--- src/rtl/decode_pkg.sv ---
// Shared decode definitions: instruction field positions, register bank enum
// and the store-form classifier used by the decode stage and its scoreboard.
package decode_pkg;

  localparam int OPC_LO = 26;
  localparam int OPC_W  = 6;
  localparam int RD_LO  = 21;
  localparam int RS_LO  = 16;
  localparam int RT_LO  = 11;
  localparam int OFF_LO = 0;
  localparam int OFF_W  = 16;

  typedef enum logic {
    BANK_INT = 1'b0,
    BANK_FLT = 1'b1
  } bank_e;

  // Store-like forms read cmd[25:21] as their second source and write no register.
  function automatic logic st_form(input logic [31:0] cmd);
    return (cmd[29:26] == 4'd0) | ((cmd[31] ^ cmd[30]) & cmd[29] & cmd[28]);
  endfunction

endpackage

--- src/rtl/decode_scoreboard.sv ---
// Register busy-bit scoreboard: one bit per (bank, register), with an issue set
// port, writeback and flush clear ports, and two source plus one dest lookup.
// Same-cycle writeback forwarding is enabled by defining DECODE_BYPASS_EN.
module decode_scoreboard
  import decode_pkg::*;
#(
  parameter int NREG = 32,
  parameter int RW   = $clog2(NREG)
) (
  input  logic          clk,
  input  logic          rst,
  input  logic          set_en,
  input  bank_e         set_bank,
  input  logic [RW-1:0] set_no,
  input  logic          wb_en,
  input  bank_e         wb_bank,
  input  logic [RW-1:0] wb_no,
  input  logic          kill_en,
  input  bank_e         kill_bank,
  input  logic [RW-1:0] kill_no,
  input  bank_e         src1_bank,
  input  logic [RW-1:0] src1_no,
  input  bank_e         src2_bank,
  input  logic [RW-1:0] src2_no,
  input  bank_e         dst_bank,
  input  logic [RW-1:0] dst_no,
  output logic          src1_busy,
  output logic          src2_busy,
  output logic          dst_busy,
  output logic          src1_byp,
  output logic          src2_byp
);

  logic [2*NREG-1:0] busy;
  logic [2*NREG-1:0] busy_nxt;

  // Clears are applied before the set so an issue in the same cycle wins.
  always_comb begin
    busy_nxt = busy;
    if (wb_en)   busy_nxt[{wb_bank, wb_no}]     = 1'b0;
    if (kill_en) busy_nxt[{kill_bank, kill_no}] = 1'b0;
    if (set_en)  busy_nxt[{set_bank, set_no}]   = 1'b1;
  end

  always_ff @(posedge clk or posedge rst) begin
    if (rst) busy <= '0;
    else     busy <= busy_nxt;
  end

`ifdef DECODE_BYPASS_EN
  function automatic logic wb_hit(input bank_e b, input logic [RW-1:0] n);
    return wb_en && (wb_bank == b) && (wb_no == n) && !((b == BANK_INT) && (n == '0));
  endfunction

  assign src1_byp = wb_hit(src1_bank, src1_no);
  assign src2_byp = wb_hit(src2_bank, src2_no);
`else
  assign src1_byp = 1'b0;
  assign src2_byp = 1'b0;
`endif

  assign src1_busy = busy[{src1_bank, src1_no}] & ~src1_byp;
  assign src2_busy = busy[{src2_bank, src2_no}] & ~src2_byp;
  assign dst_busy  = busy[{dst_bank, dst_no}];

endmodule

--- src/rtl/decode_stage_sb.sv ---
// Decode stage between fetch and execute: field extraction, operand capture,
// RAW/WAW hazard stalls via scoreboard, saturating stall-cycle counter.
// Optional same-cycle writeback bypass: define DECODE_BYPASS_EN.
module decode_stage_sb
  import decode_pkg::*;
#(
  parameter  int XLEN        = 32,
  parameter  int NREG        = 32,
  parameter  int STALL_CNT_W = 16,
  localparam int RW          = $clog2(NREG)
) (
  input  logic                   clk,
  input  logic                   rst,
  input  logic                   in_valid,
  output logic                   in_ready,
  input  logic [XLEN-1:0]        in_pc,
  input  logic [31:0]            in_cmd,
  output logic [RW-1:0]          rf_addr1,
  output logic [RW-1:0]          rf_addr2,
  output logic                   rf_fmode1,
  output logic                   rf_fmode2,
  input  logic [XLEN-1:0]        rf_data1,
  input  logic [XLEN-1:0]        rf_data2,
  input  logic                   wb_valid,
  input  logic                   wb_fmode,
  input  logic [RW-1:0]          wb_no,
  input  logic [XLEN-1:0]        wb_data,
  input  logic                   flush,
  output logic                   out_valid,
  input  logic                   out_ready,
  output logic [5:0]             out_opecode,
  output logic [15:0]            out_offset,
  output logic [XLEN-1:0]        out_pc,
  output logic [XLEN-1:0]        out_rs,
  output logic [XLEN-1:0]        out_rt,
  output logic [RW-1:0]          out_rd_no,
  output logic [RW-1:0]          out_rs_no,
  output logic [RW-1:0]          out_rt_no,
  output logic                   out_fmode1,
  output logic                   out_fmode2,
  output logic [STALL_CNT_W-1:0] stall_cycles
);

  function automatic logic [STALL_CNT_W-1:0] sat_inc(input logic [STALL_CNT_W-1:0] v);
    return (&v) ? v : v + 1'b1;
  endfunction

  logic          st;
  logic          writes_rd;
  logic [RW-1:0] rd_no;
  bank_e         bank1, bank2, dst_bank;
  logic          src1_busy, src2_busy, dst_busy;
  logic          src1_byp, src2_byp;
  logic          hazard, fire, set_en, kill_en;
  logic [XLEN-1:0] op1, op2;

  logic          held_set_p1;
  bank_e         held_bank_p1;

  assign st        = st_form(in_cmd);
  assign writes_rd = ~st;
  assign rd_no     = in_cmd[RD_LO +: RW];
  assign rf_addr1  = in_cmd[RS_LO +: RW];
  assign rf_addr2  = st ? in_cmd[RD_LO +: RW] : in_cmd[RT_LO +: RW];
  assign rf_fmode1 = in_cmd[30] & (in_cmd[29:26] != 4'd0);
  assign rf_fmode2 = in_cmd[30];
  assign bank1     = bank_e'(rf_fmode1);
  assign bank2     = bank_e'(rf_fmode2);
  assign dst_bank  = bank_e'(in_cmd[30]);

  assign hazard   = src1_busy | src2_busy | (writes_rd & dst_busy);
  assign in_ready = ~hazard & ~flush & (~out_valid | out_ready);
  assign fire     = in_valid & in_ready;
  // Integer r0 is hardwired, so writes to it never make it busy.
  assign set_en   = fire & writes_rd & ~((dst_bank == BANK_INT) && (rd_no == '0));
  assign kill_en  = flush & out_valid & held_set_p1;

  decode_scoreboard #(
    .NREG (NREG),
    .RW   (RW)
  ) u_sb (
    .clk       (clk),
    .rst       (rst),
    .set_en    (set_en),
    .set_bank  (dst_bank),
    .set_no    (rd_no),
    .wb_en     (wb_valid),
    .wb_bank   (bank_e'(wb_fmode)),
    .wb_no     (wb_no),
    .kill_en   (kill_en),
    .kill_bank (held_bank_p1),
    .kill_no   (out_rd_no),
    .src1_bank (bank1),
    .src1_no   (rf_addr1),
    .src2_bank (bank2),
    .src2_no   (rf_addr2),
    .dst_bank  (dst_bank),
    .dst_no    (rd_no),
    .src1_busy (src1_busy),
    .src2_busy (src2_busy),
    .dst_busy  (dst_busy),
    .src1_byp  (src1_byp),
    .src2_byp  (src2_byp)
  );

`ifdef DECODE_BYPASS_EN
  assign op1 = src1_byp ? wb_data : rf_data1;
  assign op2 = src2_byp ? wb_data : rf_data2;
`else
  assign op1 = rf_data1;
  assign op2 = rf_data2;
  logic unused_bypass;
  assign unused_bypass = ^{wb_data, src1_byp, src2_byp};
`endif

  // Stage p1: held decoded instruction, presented to execute.
  always_ff @(posedge clk or posedge rst) begin
    if (rst) begin
      out_valid    <= 1'b0;
      out_opecode  <= '0;
      out_offset   <= '0;
      out_pc       <= '0;
      out_rs       <= '0;
      out_rt       <= '0;
      out_rd_no    <= '0;
      out_rs_no    <= '0;
      out_rt_no    <= '0;
      out_fmode1   <= 1'b0;
      out_fmode2   <= 1'b0;
      held_set_p1  <= 1'b0;
      held_bank_p1 <= BANK_INT;
      stall_cycles <= '0;
    end else begin
      if (fire) begin
        out_valid    <= 1'b1;
        out_opecode  <= in_cmd[OPC_LO +: OPC_W];
        out_offset   <= in_cmd[OFF_LO +: OFF_W];
        out_pc       <= in_pc;
        out_rs       <= op1;
        out_rt       <= op2;
        out_rd_no    <= rd_no;
        out_rs_no    <= rf_addr1;
        out_rt_no    <= rf_addr2;
        out_fmode1   <= rf_fmode1;
        out_fmode2   <= rf_fmode2;
        held_set_p1  <= set_en;
        held_bank_p1 <= dst_bank;
      end else if (flush || (out_valid && out_ready)) begin
        out_valid <= 1'b0;
      end
      if (in_valid && hazard && !flush)
        stall_cycles <= sat_inc(stall_cycles);
    end
  end

endmodule

--- config.mk ---
export PLATFORM = sky130hd
export DESIGN_NAME = decode_stage_sb
export DESIGN_NICKNAME = d
export VERILOG_FILES = /design/src/rtl/decode_pkg.sv /design/src/rtl/decode_scoreboard.sv /design/src/rtl/decode_stage_sb.sv
export SDC_FILE = /design/constraint.sdc
export NUM_CORES = 1
export LEC_CHECK = 0
export ABC_AREA = 0
export CAP_MARGIN = 20
export CORE_ASPECT_RATIO = 1.5
export CORE_UTILIZATION = 47
export DETAILED_ROUTE_END_ITERATION = 12
export HOLD_SLACK_MARGIN = 0.08
export PLACE_DENSITY = 0.84
export SETUP_SLACK_MARGIN = 0.02
export SYNTH_ARGS = -nofsm -noshare
export SYNTH_HDL_FRONTEND = slang
export SYNTH_HIERARCHICAL = 1
export SYNTH_SLANG_ARGS = --single-unit
--- constraint.sdc ---
create_clock -name clk -period 5.3 [get_ports clk]
set_clock_uncertainty 0.1 [all_clocks]
set_input_delay 0.53 -clock clk [delete_from_list [all_inputs] [get_ports clk]]
set_output_delay 0.53 -clock clk [all_outputs]
set_load 0.05 [all_outputs]
==> results.cfg <==
[clock_network]
cts_max_path_buffers = 3
cts_resized = 0
clk_pin_slew_worst_paths_ns = 0.06
clkSinkCount = 216
htree_num_levels = 1
clk_latency_ns = 0.51
cts_tree = yes
cts_root_buf = clkbuf_16
cts_buffers = 22
postCtsSetupBuffers = 0
cts_hold_buf = 0

[finish]
syn_to_final_growth_pct = 38.4
final_nets = 1283
stdcell_count = 1401
drive_gt1_share_pct = 19.0
fillers = 1603
seqCellArea_um2 = 5410
multi_input_area_um2 = 5020

[placement]
dpl.cell_count = 1362
hpwlAfterDp_mm = 26.7
io_buffers = 304
finalWeightedCongestion = 1.04

[hold_path]
whs_path_depth = 1
hp-class = flip-flop to flip-flop
hold-path-endpoint = out_rt[6]
min_from = out_rt[6]

[die]
die_h_um = 188
die-area_um2 = 23700
core_area_um2 = 22500
pin_count = 337
start_util_pct = 48.2
fp-row-count = 67
dieWidth_um = 126

[setup_path]
cpPeakStageDelay_ns = 0.57
slowest_stage = mux4_1
critical_path.cell_chain = clkdlybuf4s50_1 > nor4_2 > buf_4 > a31o_2 > mux2_2 > buf_4 > mux4_1 > mux2i_1 > mux4_2 > o21ai_1 > or3_1 > buf_4 > nor3b_2 > buf_12
arrival_ns = 4.65
r2r-start = u_sb/busy[53]
worstSetupStartpoint = in_cmd[27]
critPathLaunchType = input port
ff2ff_path_depth = 14
critPathMaxFanout = 10
critPathMostFrequentCell = buf_4
cp_data_required_time_ns = 4.67
critPathCaptureType = output pin
rrSetupSlack_ns = 1.48
critPathKind = input port to output pin
r2r_end = u_sb/busy[8]

[timing]
tightest_slew_ns = 1.14
hold_viol_final = 0
fin_setup_tns_ns = 0
grt_setup_unrepaired = false
period_minus_slack_ns = 5.28
max_slew_margin_pct = 23.8
whs_ns = 0.386
drv_slew = 0
max_freq_mhz = 189
finalSetupViolations = 0
finalCritPeriodShare_pct = 99.6

[run_status]
status = completed

[yosys]
yosys_warnings = 6
synth_fp_nets = 967
avgSynthCellArea_um2 = 13.6
synth_area_um2 = 10800
postSynthCellCount = 794

[drt]
drcViolationCount = 0
drt_iter0_markers = 681
antenna_left = 0
dr.pass1.iters = 6
routed_wl_mm = 36.8
wl_per_cell_um = 26.3
avgViaCountPerCell = 6.23
vias = 8725

[grt]
overflow = 0
grt_use_total_pct = 30.9
antenna_found_initial = 2
grt_max_degree = 108
grt_pass1_vias = 8970
grt_pass1_wl_mm = 54.2

[run]
maxCapViolations = 0

[power]
ir_drop_mv = 0.208
powerDensity_nw_per_um2 = 428
p_leak_nw = 6.18
==> cell type report <==
type | count | area share [%]
multi-input combinational | 510 | 33.5
tap | 276 | 2.30
clock buffer | 32 | 4.33
clock inverter | 5 | 0.518
antenna | 2 | 0.0334
inverter | 13 | 0.359
timing repair buffer | 347 | 22.9
sequential | 216 | 36.1
==> flip-flops by register name (all words and copies together) (netlist names), 6 cells and up <==
register	cells
out_opecode	6
out_rs	32
out_offset	16
u_sb/busy	64
out_pc	32
stall_cycles	16
out_rt	32
==> per-stage QoR <==
stage	util (%)	worst slack [ns]	instance area, um^2	total power, mW
6_report	66.7	0.0228	15000	6.42
5_1_grt	66.7	0.0428	15000	6.64
4_1_cts	66.7	0.134	15000	6.44
3_5_place_dp	63.4	0.0747	14300	4.86
3_3_place_gp	63.4	0.0693	14300	4.80
2_1_floorplan	-	0.423	10800	3.87
==> cell usage in the layout (no fill, tap or decap), types with 14 or more instances in the layout <==
cell type	n
a22o_1	56
nor3_1	16
dfrtp_1	216
mux4_2	37
mux2i_1	20
nand2b_1	14
clkbuf_16	23
buf_4	39
nor2_1	31
clkdlybuf4s50_1	303
mux2_2	92
mux2_1	49
nand2_1	23
a22oi_1	58
==> critical path: cells and delay by family <==
kind,cells,cell delay [ns]
muxes,4,1.58
buffers and inverters,5,1.26
AOI/OAI and AO/OA,2,0.19
and+or+nand+nor,3,1.08
==> how the worst max path moves through the flow <==
stage               endpoint  slack (ns)  cells after the start
3_5_place_dp   out_offset[5]        0.07                     15
3_3_place_gp      out_rs[18]        0.07                     15
4_1_cts             in_ready        0.13                     14
5_1_grt             in_ready        0.04                     15
2_1_floorplan   u_sb/busy[0]        0.42                     15
6_report            in_ready        0.02                     14
==> layer usage <==
| metal | vias up | global-route usage [%] | share of wire (%) |
|---|---|---|---|
| li1 | 3702 | - | - |
| met1 | 4294 | 32.7 | 33 |
| met2 | 573 | 54.1 | 50 |
| met3 | 156 | 9.93 | 11 |
| met4 | 0 | 17.1 | 6.1 |
| met5 | - | 0 | 0 |
==> power breakdown <==
group / switching [mW] / leakage [nW] / internal (mW)
clock network: 0.632 / 0.354 / 0.942
logic: 1.63 / 3.13 / 0.973
registers: 0.249 / 2.69 / 1.99
total: 2.51 / 6.18 / 3.90
No activity file was read; power rests on OpenSTA's default activity.
